## src/rtl/mem_pkg.sv

```systemverilog
// Shared types for the memory-access stage: op/size encodings, FSM states, lane constants.
package mem_pkg;

  localparam int unsigned LANES  = 4;
  localparam int unsigned WORD_W = 32;
  localparam int unsigned OFF_W  = 2;

  typedef enum logic [1:0] {
    OP_NONE  = 2'b00,
    OP_LOAD  = 2'b01,
    OP_STORE = 2'b10,
    OP_RSVD  = 2'b11
  } mem_op_e;

  typedef enum logic [1:0] {
    SZ_BYTE     = 2'b00,
    SZ_HALF     = 2'b01,
    SZ_WORD     = 2'b10,
    SZ_WORD_ALT = 2'b11
  } mem_size_e;

  typedef enum logic [1:0] {
    S_IDLE = 2'b00,
    S_REQ  = 2'b01,
    S_WAIT = 2'b10
  } state_e;

  // A half must sit on an even byte, a word on a word boundary.
  function automatic logic is_misaligned(mem_size_e size, logic [OFF_W-1:0] off);
    case (size)
      SZ_BYTE: return 1'b0;
      SZ_HALF: return off[0];
      default: return off != '0;
    endcase
  endfunction

endpackage

```

## src/rtl/mem_lane_align.sv

```systemverilog
// Byte-lane steering: store strobe/data replication and load extract/extend.
module mem_lane_align
  import mem_pkg::*;
(
  input  logic [OFF_W-1:0]  st_off_i,
  input  logic [1:0]        st_size_i,
  input  logic [WORD_W-1:0] st_data_i,
  input  logic [OFF_W-1:0]  ld_off_i,
  input  logic [1:0]        ld_size_i,
  input  logic              ld_unsigned_i,
  input  logic [WORD_W-1:0] ld_word_i,
  output logic [LANES-1:0]  wstrb_c,
  output logic [WORD_W-1:0] wdata_c,
  output logic [WORD_W-1:0] ldata_c
);

  logic [15:0] ld_half;
  logic        ld_sign;

  always_comb begin
    wstrb_c = '1;
    wdata_c = st_data_i;
    case (mem_size_e'(st_size_i))
      SZ_BYTE: begin
        wstrb_c = LANES'(4'b0001 << st_off_i);
        wdata_c = {4{st_data_i[7:0]}};
      end
      SZ_HALF: begin
        wstrb_c = LANES'(4'b0011 << st_off_i);
        wdata_c = {2{st_data_i[15:0]}};
      end
      default: ;
    endcase
  end

  // Lanes shifted past the top of the word fall away as zeros.
  always_comb begin
    ld_half = 16'(ld_word_i >> {ld_off_i, 3'b000});
    ld_sign = 1'b0;
    ldata_c = ld_word_i;
    case (mem_size_e'(ld_size_i))
      SZ_BYTE: begin
        ld_sign = ~ld_unsigned_i & ld_half[7];
        ldata_c = {{24{ld_sign}}, ld_half[7:0]};
      end
      SZ_HALF: begin
        ld_sign = ~ld_unsigned_i & ld_half[15];
        ldata_c = {{16{ld_sign}}, ld_half};
      end
      default: ;
    endcase
  end

endmodule

```

## src/rtl/mem_stage.sv

```systemverilog
// Memory-access stage: EX result in, dmem request/response, single writeback beat out.
// Optional alignment faulting is enabled by defining MEM_ALIGN_CHECK_EN.
module mem_stage
  import mem_pkg::*;
#(
  parameter int unsigned ADDR_W = 32,
  parameter int unsigned DATA_W = 32
) (
  input  logic              clk,
  input  logic              rst,
  input  logic              in_valid,
  output logic              in_ready,
  input  logic [DATA_W-1:0] alu_result,
  input  logic [DATA_W-1:0] rs2_data,
  input  logic [1:0]        mem_op,
  input  logic [1:0]        mem_size,
  input  logic              mem_unsigned,
  input  logic [4:0]        rd_addr,
  input  logic              rd_we,
  output logic              dmem_req_valid,
  input  logic              dmem_req_ready,
  output logic [ADDR_W-1:0] dmem_addr,
  output logic              dmem_we,
  output logic [LANES-1:0]  dmem_wstrb,
  output logic [DATA_W-1:0] dmem_wdata,
  input  logic              dmem_rsp_valid,
  input  logic [DATA_W-1:0] dmem_rsp_rdata,
  output logic              wb_valid,
  output logic [4:0]        wb_rd_addr,
  output logic              wb_we,
  output logic [DATA_W-1:0] wb_data,
  output logic              misalign
);

  state_e            state_q, state_d;
  logic              store_q, store_d;
  mem_size_e         size_q, size_d;
  logic              uns_q, uns_d;
  logic [DATA_W-1:0] addr_q, addr_d;
  logic [4:0]        rd_q, rd_d;
  logic              rd_we_q, rd_we_d;
  logic              req_valid_q, req_valid_d;
  logic [ADDR_W-1:0] daddr_q, daddr_d;
  logic              dwe_q, dwe_d;
  logic [LANES-1:0]  wstrb_q, wstrb_d;
  logic [DATA_W-1:0] wdata_q, wdata_d;
  logic              wb_valid_q, wb_valid_d;
  logic [4:0]        wb_rd_q, wb_rd_d;
  logic              wb_we_q, wb_we_d;
  logic [DATA_W-1:0] wb_data_q, wb_data_d;
  logic              mis_q, mis_d;

  logic [LANES-1:0]  st_strb_c;
  logic [DATA_W-1:0] st_data_c;
  logic [DATA_W-1:0] ld_data_c;
  logic              bad_align_c;
  mem_op_e           in_op_c;

  mem_lane_align u_lane (
    .st_off_i      (alu_result[1:0]),
    .st_size_i     (mem_size),
    .st_data_i     (rs2_data),
    .ld_off_i      (addr_q[1:0]),
    .ld_size_i     (size_q),
    .ld_unsigned_i (uns_q),
    .ld_word_i     (dmem_rsp_rdata),
    .wstrb_c       (st_strb_c),
    .wdata_c       (st_data_c),
    .ldata_c       (ld_data_c)
  );

  assign in_ready = (state_q == S_IDLE) && !rst;
  assign in_op_c  = mem_op_e'(mem_op);

`ifdef MEM_ALIGN_CHECK_EN
  assign bad_align_c = is_misaligned(mem_size_e'(mem_size), alu_result[1:0]);
`else
  assign bad_align_c = 1'b0;
`endif

  always_ff @(posedge clk or posedge rst) begin
    if (rst) begin
      state_q     <= S_IDLE;
      store_q     <= 1'b0;
      size_q      <= SZ_BYTE;
      uns_q       <= 1'b0;
      addr_q      <= '0;
      rd_q        <= '0;
      rd_we_q     <= 1'b0;
      req_valid_q <= 1'b0;
      daddr_q     <= '0;
      dwe_q       <= 1'b0;
      wstrb_q     <= '0;
      wdata_q     <= '0;
      wb_valid_q  <= 1'b0;
      wb_rd_q     <= '0;
      wb_we_q     <= 1'b0;
      wb_data_q   <= '0;
      mis_q       <= 1'b0;
    end else begin
      state_q     <= state_d;
      store_q     <= store_d;
      size_q      <= size_d;
      uns_q       <= uns_d;
      addr_q      <= addr_d;
      rd_q        <= rd_d;
      rd_we_q     <= rd_we_d;
      req_valid_q <= req_valid_d;
      daddr_q     <= daddr_d;
      dwe_q       <= dwe_d;
      wstrb_q     <= wstrb_d;
      wdata_q     <= wdata_d;
      wb_valid_q  <= wb_valid_d;
      wb_rd_q     <= wb_rd_d;
      wb_we_q     <= wb_we_d;
      wb_data_q   <= wb_data_d;
      mis_q       <= mis_d;
    end
  end

  always_comb begin
    state_d     = state_q;
    store_d     = store_q;
    size_d      = size_q;
    uns_d       = uns_q;
    addr_d      = addr_q;
    rd_d        = rd_q;
    rd_we_d     = rd_we_q;
    req_valid_d = req_valid_q;
    daddr_d     = daddr_q;
    dwe_d       = dwe_q;
    wstrb_d     = wstrb_q;
    wdata_d     = wdata_q;
    wb_valid_d  = 1'b0;
    wb_rd_d     = wb_rd_q;
    wb_we_d     = wb_we_q;
    wb_data_d   = wb_data_q;
    mis_d       = mis_q;

    case (state_q)
      S_IDLE: begin
        if (in_valid) begin
          store_d = (in_op_c == OP_STORE);
          size_d  = mem_size_e'(mem_size);
          uns_d   = mem_unsigned;
          addr_d  = alu_result;
          rd_d    = rd_addr;
          rd_we_d = rd_we;
          if (in_op_c == OP_LOAD || in_op_c == OP_STORE) begin
            if (bad_align_c) begin
              wb_valid_d = 1'b1;
              wb_rd_d    = rd_addr;
              wb_we_d    = 1'b0;
              wb_data_d  = alu_result;
              mis_d      = 1'b1;
            end else begin
              state_d     = S_REQ;
              req_valid_d = 1'b1;
              daddr_d     = ADDR_W'({alu_result[ADDR_W-1:2], 2'b00});
              dwe_d       = (in_op_c == OP_STORE);
              wstrb_d     = (in_op_c == OP_STORE) ? st_strb_c : '0;
              wdata_d     = (in_op_c == OP_STORE) ? st_data_c : '0;
            end
          end else begin
            wb_valid_d = 1'b1;
            wb_rd_d    = rd_addr;
            wb_we_d    = rd_we;
            wb_data_d  = alu_result;
            mis_d      = 1'b0;
          end
        end
      end
      S_REQ: begin
        if (dmem_req_ready) begin
          req_valid_d = 1'b0;
          if (store_q) begin
            state_d    = S_IDLE;
            wb_valid_d = 1'b1;
            wb_rd_d    = rd_q;
            wb_we_d    = 1'b0;
            wb_data_d  = addr_q;
            mis_d      = 1'b0;
          end else begin
            state_d = S_WAIT;
          end
        end
      end
      S_WAIT: begin
        if (dmem_rsp_valid) begin
          state_d    = S_IDLE;
          wb_valid_d = 1'b1;
          wb_rd_d    = rd_q;
          wb_we_d    = rd_we_q;
          wb_data_d  = ld_data_c;
          mis_d      = 1'b0;
        end
      end
      default: state_d = S_IDLE;
    endcase
  end

  assign dmem_req_valid = req_valid_q;
  assign dmem_addr      = daddr_q;
  assign dmem_we        = dwe_q;
  assign dmem_wstrb     = wstrb_q;
  assign dmem_wdata     = wdata_q;
  assign wb_valid       = wb_valid_q;
  assign wb_rd_addr     = wb_rd_q;
  assign wb_we          = wb_we_q;
  assign wb_data        = wb_data_q;
  assign misalign       = mis_q;

endmodule

```

## config.mk

```make
export PLATFORM = sky130hd
export DESIGN_NAME = mem_stage
export DESIGN_NICKNAME = d
export VERILOG_FILES = /design/src/rtl/mem_pkg.sv /design/src/rtl/mem_lane_align.sv /design/src/rtl/mem_stage.sv
export SDC_FILE = /design/constraint.sdc
export NUM_CORES = 1
export LEC_CHECK = 0
export ABC_AREA = 1
export CAP_MARGIN = 20
export CORE_MARGIN = 3
export CORE_UTILIZATION = 35
export DETAILED_ROUTE_END_ITERATION = 10
export PLACE_DENSITY_LB_ADDON = 0.3
export RECOVER_POWER = 100
export SETUP_SLACK_MARGIN = 0.2
export SLEW_MARGIN = 30
export SYNTH_ARGS = -nofsm -noshare
export SYNTH_HDL_FRONTEND = slang
export SYNTH_SLANG_ARGS = --single-unit
export TNS_END_PERCENT = 30
```

## constraint.sdc

```tcl
create_clock -name clk -period 6.9 [get_ports clk]
set_input_delay 1.38 -clock clk [delete_from_list [all_inputs] [get_ports clk]]
set_output_delay 1.38 -clock clk [all_outputs]
set_load 0.02 [all_outputs]
```

==> flow_summary_export.csv, run 1 <==
group,metric,value,unit
layout,utilization,50.1,%
run_status,violations,"max-capacitance violations, max-slew violations",
worst_setup_path,r2r_start,"state_q[0]$_DFFE_PP0P_",
place,place_worst_setup_slack,2.82,ns
sta,max_freq,214,MHz
grt,grt_max_degree,95,
sta,setup_tns,0,ns
place,globalplace.congestion,0.887,
sta,fin_crit_sh,67.8,%
cts,clk_path_buf_depth,2,
pwr,pwr-share-clk,18.6,%
grt,grt_pass1_wl,37200,microns
cts,postCtsHoldBufs,0,
worst_setup_path,crit_end,"dmem_addr[30]$_DFFE_PP0P_",
pwr,power-per-cell-area,486,nW/um^2
yosys,synth.most_common_cell,"nand2_1",
yosys,synth_mux_area_share,0,%
hold_path,min_path_cells,2,
yosys,netlist_area,7390,sq um
sta,setup_slack,2.22,ns
sta,skew,0.00713,ns
die,rows,52,
sta,finalHoldViolations,0,
die,coreArea,20500,sq um
layout,antenna_cells,0,
hold_path,min-delay-path-class,"reg -> reg",
sta,grt_setup_unrepaired,"no",
grt,overflow,0,
die,die_area,22900,sq um
pwr,p_leak,4.91,nW
cts,cts_made_buffers,17,
pwr,p_seq_share,31.3,%
yosys,synth.distinct_cells,30,
die,start_util,36.1,%
cts,post_cts_buffers,0,
worst_setup_path,crit_chain,"clkdlybuf4s50_1 -> clkinvlp_2 -> buf_4",
routing,ant_nets,0,
routing,wire_per_inst,16.3,microns
worst_setup_path,crit_path_start,"rst",
run_status,status,"finished, violations left",
sta,final_max_slew_viol_count,144,
routing,post-route-drc-count,0,
worst_setup_path,r2r_cells,8,
cts,htreeDepth,4,
die,ios,223,
pwr,internal-power,2.76,mW
yosys,synth_area_per_cell,7.68,sq um
yosys,ys.flop_type,"dfrtp_1",
worst_setup_path,crit_arrival,5.14,ns
worst_setup_path,end_kind,"asynchronous set/reset pin",
yosys,synthTopCellsByArea,"dfrtp_1 51%, nand2_1 15%, o21ai_0 9.2%",
cts,clk_pin_slew_worst_paths,0.06,ns
yosys,yosys-top-cells-count,"293 x nand2_1, 151 x dfrtp_1, 136 x o21ai_0",
routing,route.met3.wl,2370,microns
layout,stdcell_area,10300,sq um
routing,top_layer,"met4",
routing,wl,23400,microns
grt,grt_antenna_before_repair,0,
routing,drtPass1Iterations,4,
yosys,yosysSeqAreaShare,51.1,%
yosys,synth_edf_count,0,
place,port_buffers,219,
worst_setup_path,critPathKind,"in -> async",
sta,tightest_slew,4.21,ns
yosys,synth_top_cell_by_area,"dfrtp_1",
die,die_x,151,microns
place,dpl.hpwl,16500,microns
worst_setup_path,cp-start-kind,"primary input",
worst_setup_path,cp_slowest_stage_delay,2.33,ns
yosys,ys_warn_count,0,
pwr,p_sw_share,44.7,%
die,die_y,151,microns
worst_setup_path,r2r_setup_slack,3.69,ns
worst_setup_path,critPathMaxFanout,94,
yosys,synth-compound-area-share,18.5,%
cts,cts-root-buf,"clkbuf_16",
yosys,synth_top_area_share,51.1,%
routing,routed_via_density,4.92,
grt,grt_usage,20.8,%
yosys,ys_seq_elements,151,
pwr,peakVddDrop,279,uV
sta,setup_viol,0,
sta,layout_min_cycle_time,4.68,ns
yosys,synth_cells,963,
worst_setup_path,critPathSlowestCell,"clkinvlp_2",
routing,met2_length,10500,microns
worst_setup_path,reg2reg_to,"dmem_addr[9]$_DFFE_PP0P_",
cts,cts.sinks,151,
layout,final_layout_size_suffix_gt1_share,4.64,%
yosys,synth_xor_area_share,0,%
sta,relSlewSlack,-182,%
yosys,synth_top_family_by_area,"simple AND/OR/NAND/NOR gates",
layout,final_nets,1267,
cts,ctsResizeCount,0,
yosys,synthSimpleGateAreaFrac,21.4,%
routing,met1Wirelength,10300,microns
flow_run,drv_cap,2,
place,place_area,9700,sq um
cts,cts_tree,"done",
routing,vias,7055,
pwr,p_switching,2.23,mW
pwr,power_frac_comb,50.1,%
layout,area_growth,39.0,%
yosys,synth-adder-area-share,0.846,%
grt,grt_pass1_vias,6879,
cts,insertion_delay,0.42,ns
routing,dr.first_iter.drc_count,474,
yosys,async_flop_share,100,%
worst_setup_path,worst_ep_required_time,7.36,ns
==> metal layers <==
metal / vias up / track usage [%]
met1: 3302 / 28.3
met4: 0 / 4.49
met5: - / 0
li1: 3479 / -
met2: 255 / 32.3
met3: 19 / 7.06
==> layout by cell type, fill, tap and decap left out, types with 2 or more instances in the layout <==
master / n
buf_4: 6
nand2_2: 3
nand2_1: 292
o21ai_0: 162
conb_1: 3
dlygate4sd3_1: 111
o22ai_1: 7
a31oi_1: 6
dfrtp_1: 151
ha_1: 5
clkinv_2: 3
clkbuf_1: 2
o21ai_1: 3
nor2_1: 73
o211ai_1: 2
nand3_2: 2
a21oi_1: 79
clkinv_4: 3
inv_1: 74
bufinv_16: 2
clkdlybuf4s50_1: 108
clkbuf_16: 17
inv_2: 4
clkinvlp_4: 4
nand3_1: 29
==> cells by family (layout without fill, tap and decap cells) <==
group,count (synthesis),after routing
AOI/OAI and AO/OA,264,264
DFF,151,151
adders and majority gates,5,5
buffers and inverters,139,337
and+or+nand+nor,403,403
other,1,3
==> sequential cells by signal, indices dropped and copies added, names as in the netlist <==
signal          cells
wb_we               1
dmem_req_valid      1
size_q              2
store_q             1
uns_q               1
wb_rd_addr          5
dmem_we             1
state_q             2
dmem_wdata         32
rd_q                5
rd_we_q             1
dmem_addr          30
dmem_wstrb          4
addr_q             32
wb_data            32
wb_valid            1
==> per-stage QoR <==
stage | std cells | hold WS (ns) | total power [mW]
3_3_place_gp | 1401 | 0.462 | 4.17
6_report | 1433 | 0.471 | 5.00
2_1_floorplan | 965 | 0.449 | 3.21
5_1_grt | 1433 | 0.503 | 5.42
3_5_place_dp | 1401 | 0.467 | 4.21
4_1_cts | 1433 | 0.485 | 5.17
==> worst max-delay path, delay by kind of cell <==
family / cells / cell delay (ns)
buffers and inverters: 3 / 3.68
==> area by class of cell <==
cell class | count | area [sq um]
Clock inverter | 14 | 151
Clock buffer | 18 | 429
Fill cell | 2041 | 10200
Timing Repair Buffer | 226 | 2240
Sequential cell | 151 | 3780
Multi-Input combinational cell | 675 | 3040
Tap cell | 270 | 338
Inverter | 79 | 298
==> power groups by stage <==
| stage | clock, mW | sequential, mW | combinational, mW |
|---|---|---|---|
| after floorplan | 0 | 1.85 | 1.36 |
| after global placement | 0 | 1.57 | 2.60 |
| after detailed placement | 0 | 1.58 | 2.63 |
| after CTS | 0.945 | 1.58 | 2.64 |
| after global routing | 0.984 | 1.62 | 2.82 |
| final | 0.927 | 1.57 | 2.50 |
==> worst min path at each step <==
stage / startpoint / end / slack (ns)
after floorplan: rd_q[0]$_DFFE_PP0P_ / rd_q[0]$_DFFE_PP0P_ / 0.45
after global placement: rd_q[0]$_DFFE_PP0P_ / rd_q[0]$_DFFE_PP0P_ / 0.46
after CTS: rd_we_q$_DFFE_PP0P_ / rd_we_q$_DFFE_PP0P_ / 0.48
final: wb_data[29]$_DFFE_PP0P_ / wb_data[29]$_DFFE_PP0P_ / 0.47
after global routing: wb_data[29]$_DFFE_PP0P_ / wb_data[29]$_DFFE_PP0P_ / 0.50
after detailed placement: rd_we_q$_DFFE_PP0P_ / rd_we_q$_DFFE_PP0P_ / 0.47
No activity file was read; power rests on OpenSTA's default activity.
==> inputs of run 2 (changes only) <==
==> constraint.sdc (replaced) <==
create_clock -name clk -period 4.2 [get_ports clk]
set_input_delay 0.84 -clock clk [delete_from_list [all_inputs] [get_ports clk]]
set_output_delay 0.84 -clock clk [all_outputs]
set_load 0.02 [all_outputs]
==> run 2 against run 1 <==
Register-to-register slack worse by 2.5 ns. Via count down 0.77%. Sequential cell count unchanged. Critical path depth up 5. Worst hold slack better by 0.0036 ns. Wire length down 0.53%. Power up 61%. Largest cell class unchanged. The run still ends with max-capacitance violations, max-slew violations left. Die area unchanged. Cell area down 0.50%. Critical endpoint is now dmem_wstrb[3]$_DFFE_PP0P_. Utilization down 0.25 points.
==> flow_summary_export.csv, run 2 (synthesis results as in run 1) <==
group,metric,value,unit
grt,grt_antenna_before_repair,1,
sta,final_max_slew_viol_count,207,
grt,busiest_layer,"met2",
cts,clk_pin_slew_worst_paths,0.06,ns
worst_setup_path,crit_end,"dmem_wstrb[3]$_DFFE_PP0P_",
pwr,power-per-cell-area,786,nW/um^2
routing,routed_via_density,4.88,
layout,area_growth,38.3,%
worst_setup_path,crit_path_start,"mem_op[0]",
worst_setup_path,worst_ep_required_time,4.52,ns
run_status,status,"finished, violations left",
cts,cts_tree,"done",
cts,insertion_delay,0.42,ns
worst_setup_path,r2r_cells,8,
cts,htreeDepth,4,
hold_path,min_from,"wb_data[25]$_DFFE_PP0P_",
grt,grt_pass1_vias,6604,
routing,drtPass1Iterations,5,
worst_setup_path,reg2reg_to,"wb_data[3]$_DFFE_PP0P_",
cts,cts-root-buf,"clkbuf_16",
worst_setup_path,critPathMaxFanout,54,
sta,setup_tns,0,ns
grt,grt_usage,20.3,%
flow_run,drv_cap,2,
sta,max_freq,302,MHz
place,globalplace.congestion,0.904,
sta,setup_viol,0,
routing,ant_nets,0,
sta,skew,0.00748,ns
die,die_x,151,microns
layout,mostFrequentLayoutCell,"nand2_1",
grt,grt_max_degree,152,
layout,final_nets,1270,
die,rows,52,
worst_setup_path,crit_arrival,3.63,ns
worst_setup_path,r2r_start,"state_q[1]$_DFFE_PP0P_",
place,dpl.hpwl,16500,microns
pwr,peakVddDrop,360,uV
cts,ctsResizeCount,0,
die,start_util,36.1,%
worst_setup_path,worst-path-buf-inv,4,
sta,grt_setup_unrepaired,"no",
sta,relSlewSlack,-41.1,%
sta,fin_crit_sh,78.8,%
worst_setup_path,cpMostUsedCell,"inv_1",
cts,cts.sinks,151,
cts,post_cts_buffers,0,
run_status,violations,"max-capacitance violations, max-slew violations",
grt,grt_use_met1,27.7,%
worst_setup_path,cp-start-kind,"primary input",
routing,wl,23300,microns
grt,grt_pass1_wl,35900,microns
worst_setup_path,critPathKind,"in -> reg",
worst_setup_path,crit_cells,8,
routing,dr.first_iter.drc_count,448,
grt,overflow,0,
layout,final_layout_size_suffix_gt1_share,4.72,%
die,ios,223,
sta,finalHoldViolations,0,
die,die_area,22900,sq um
cts,postCtsHoldBufs,0,
pwr,p_leak,4.89,nW
hold_path,min-delay-path-class,"reg -> reg",
sta,layout_min_cycle_time,3.31,ns
routing,post-route-drc-count,0,
layout,antenna_cells,0,
grt,use_met3,7.09,%
worst_setup_path,r2r_setup_slack,1.24,ns
routing,wire_per_inst,16.2,microns
sta,tightest_slew,2.12,ns
routing,vias,7001,
worst_setup_path,cp_slowest_stage_delay,1.15,ns
worst_setup_path,crit_chain,"dlygate4sd3_1 -> inv_1 -> ha_1 -> nor2_1 -> inv_1 -> buf_4 -> nand2_1 -> o21ai_0",
cts,clk_path_buf_depth,2,
place,port_buffers,219,
layout,final_cell_mix,"292 x nand2_1, 163 x o21ai_0, 151 x dfrtp_1",
sta,hold-worst-slack,0.475,ns
grt,use_met2,30.5,%
die,coreArea,20500,sq um
worst_setup_path,end_kind,"flop",
worst_setup_path,crit_family,"buffers and inverters",
cts,cts_made_buffers,17,
worst_setup_path,critPathSlowestCell,"inv_1",
die,die_y,151,microns
run 2: layout make-up:
| class | instances | area [sq um] |
|---|---|---|
| Clock inverter | 12 | 80.1 |
| Clock buffer | 19 | 433 |
| Tap cell | 270 | 338 |
| Inverter | 79 | 300 |
| Timing Repair Buffer | 229 | 2260 |
| Multi-Input combinational cell | 675 | 3030 |
| Sequential cell | 151 | 3780 |
| Fill cell | 2043 | 10300 |
run 2: worst min-delay path by stage:
stage                         endpoint  cells past startpoint  slack [ns]
2_1_floorplan      rd_q[0]$_DFFE_PP0P_                      2        0.45
3_3_place_gp       rd_q[2]$_DFFE_PP0P_                      2        0.46
3_5_place_dp   wb_data[25]$_DFFE_PP0P_                      2        0.47
4_1_cts        wb_data[25]$_DFFE_PP0P_                      2        0.48
5_1_grt        wb_data[25]$_DFFE_PP0P_                      2        0.49
6_report       wb_data[25]$_DFFE_PP0P_                      2        0.47
run 2: routing by layer:
metal | vias to the layer above | routed length [microns]
met4 | 2 | 378
met1 | 3222 | 10400
met5 | - | 16
li1 | 3479 | -
met3 | 26 | 2170
met2 | 272 | 10300
run 2: tightest hold or removal path, delay by kind of cell (launching register included):
| family | cells | cell delay (ns) |
|---|---|---|
| flops | 1 | 0.33 |
| simple gates | 2 | 0.11 |
run 2: per-stage QoR:
step	utilization (%)	instances	worst slack [ns]	total power, mW	cell area (sq um)
floorplan	-	965	1.46	5.28	7400
global placement	47.5	1404	1.15	6.86	9730
detailed placement	47.5	1404	1.12	6.93	9730
CTS	50.0	1435	1.31	8.33	10200
global route	49.9	1435	0.700	8.70	10200
finish	49.9	1435	0.892	8.03	10200
run 2: report_power, final:
| group | switching (mW) | internal [mW] |
|---|---|---|
| Combinational | 2.62 | 1.52 |
| Sequential | 0.393 | 2.14 |
| Clock | 0.617 | 0.749 |
| Total | 3.63 | 4.41 |
==> inputs of run 3 (changes only) <==
==> constraint.sdc (replaced) <==
create_clock -name clk -period 3 [get_ports clk]
set_input_delay 0.6 -clock clk [delete_from_list [all_inputs] [get_ports clk]]
set_output_delay 0.6 -clock clk [all_outputs]
set_load 0.02 [all_outputs]
==> run 3 against run 2 <==
The run still ends with max-capacitance violations, max-slew violations left. Critical path type is now reg -> out. Global-route usage up 0.36 points. Sequential cell count unchanged. Largest power group unchanged. Sequential share of layout area shrank 0.42 points.
==> flow_summary_export.csv, run 3 (synthesis results as in run 1) <==
group,metric,value,unit
sta,tightest_slew,1.73,ns
run_status,status,"finished, violations left",
worst_setup_path,end_kind,"output pin",
grt,overflow,0,
routing,post-route-drc-count,0,
die,coreArea,20500,sq um
worst_setup_path,critPathKind,"reg -> out",
sta,max_freq,376,MHz
hold_path,min-delay-path-class,"reg -> reg",
cts,post_cts_buffers,0,
pwr,internal-power,6.31,mW
sta,final_max_slew_viol_count,153,
place,dpl.hpwl,17000,microns
sta,grt_setup_unrepaired,"no",
grt,grt_max_degree,122,
grt,grt_usage,20.7,%
worst_setup_path,critPathMaxFanout,5,
run_status,violations,"max-capacitance violations, max-slew violations",
layout,antenna_cells,0,
layout,fill_cells,2024,
pwr,p_sw_share,45.0,%
routing,vias,7106,
routing,drtPass1Iterations,5,
layout,final_layout_size_suffix_gt1_share,5.37,%
pwr,pwr-share-clk,17.9,%
routing,wl,23500,microns
sta,relSlewSlack,-15.6,%
grt,grt_pass1_wl,36900,microns
grt,grt_pass1_vias,6730,
cts,insertion_delay,0.42,ns
sta,fin_crit_sh,88.6,%
pwr,power_frac_comb,51.5,%
routing,routed_via_density,4.92,
pwr,p_seq_share,30.6,%
worst_setup_path,cp-start-kind,"flop",
cts,cts.sinks,151,
die,ios,223,
worst_setup_path,worst_ep_required_time,2.40,ns
routing,ant_nets,0,
routing,dr.first_iter.drc_count,605,
place,place_worst_setup_slack,0.507,ns
grt,grt_antenna_before_repair,1,
cts,clk_path_buf_depth,2,
cts,cts_tree,"done",
cts,ctsResizeCount,0,
pwr,p_leak,4.95,nW
cts,cts-root-buf,"clkbuf_16",
place,port_buffers,219,
layout,utilization,50.5,%
die,rows,52,
sta,layout_min_cycle_time,2.66,ns
worst_setup_path,r2r_setup_slack,0.60,ns
flow_run,drv_cap,2,
sta,finalHoldViolations,0,
layout,stdcell_area,10300,sq um
place,globalplace.congestion,0.867,
die,die_y,151,microns
pwr,p_switching,5.16,mW
worst_setup_path,crit_arrival,2.06,ns
pwr,power-per-cell-area,1110,nW/um^2
cts,clk_pin_slew_worst_paths,0.06,ns
routing,wire_per_inst,16.3,microns
sta,setup_viol,0,
pwr,peakVddDrop,397,uV
pwr,total_power,11.5,mW
cts,cts_made_buffers,17,
layout,area_growth,39.9,%
sta,setup_tns,0,ns
sta,skew,0.00673,ns
sta,setup_slack,0.341,ns
die,start_util,36.1,%
place,place_area,9810,sq um
layout,final_cell_mix,"292 x nand2_1, 162 x o21ai_0, 151 x dfrtp_1",
die,die_x,151,microns
layout,mostFrequentLayoutCell,"nand2_1",
die,die_area,22900,sq um
cts,htreeDepth,4,
layout,final_nets,1278,
cts,postCtsHoldBufs,0,
-- run 3: worst max-delay path: stages, from the launching register on --
cell and delay (ns):
dfrtp_1 0.41, inv_1 0.11, ha_1 0.27, inv_1 0.10
nor2_1 0.08, dlygate4sd3_1 0.67
-- run 3: path summary, 6_finish.rpt --
path,end,depth (start not counted),from
setup / recovery,in_ready,5,state_q[0]$_DFFE_PP0P_
hold / removal,wb_data[29]$_DFFE_PP0P_,2,wb_data[29]$_DFFE_PP0P_
setup reg to reg,wb_data[24]$_DFFE_PP0P_,11,state_q[1]$_DFFE_PP0P_
hold reg to reg,wb_data[29]$_DFFE_PP0P_,2,wb_data[29]$_DFFE_PP0P_
max in group asynchronous,uns_q$_DFFE_PP0P_,3,rst
min in group asynchronous,store_q$_DFFE_PP0P_,3,rst
-- run 3: area by class of cell --
type,instances,area [sq um],share of cell area (%)
Multi-Input combinational cell,675,3030,29.3
Clock buffer,19,453,4.38
Inverter,79,298,2.88
Clock inverter,13,114,1.10
Tap cell,270,338,3.27
Sequential cell,151,3780,36.5
Timing Repair Buffer,237,2330,22.5
-- run 3: per-layer routing --
layer	global-route usage, %	wire, microns	vias to the layer above
li1	-	-	3488
met1	28.3	10300	3303
met2	31.6	10600	287
met3	7.18	2350	26
met4	4.71	280	2
met5	0	15	-
-- run 3: power groups by stage --
stage                     Combinational (mW)  Clock [mW]  Sequential (mW)
after floorplan                         3.14           0             4.26
after global placement                  6.12           0             3.54
after detailed placement                6.21           0             3.55
after CTS                               6.23        2.11             3.55
after global routing                    6.62        2.18             3.62
final                                   5.90        2.05             3.51
-- run 3: metrics by stage --
stage | instances | hold slack, ns
after floorplan | 965 | 0.449
after global placement | 1412 | 0.461
after detailed placement | 1412 | 0.465
after CTS | 1444 | 0.483
after global routing | 1444 | 0.495
final | 1444 | 0.472
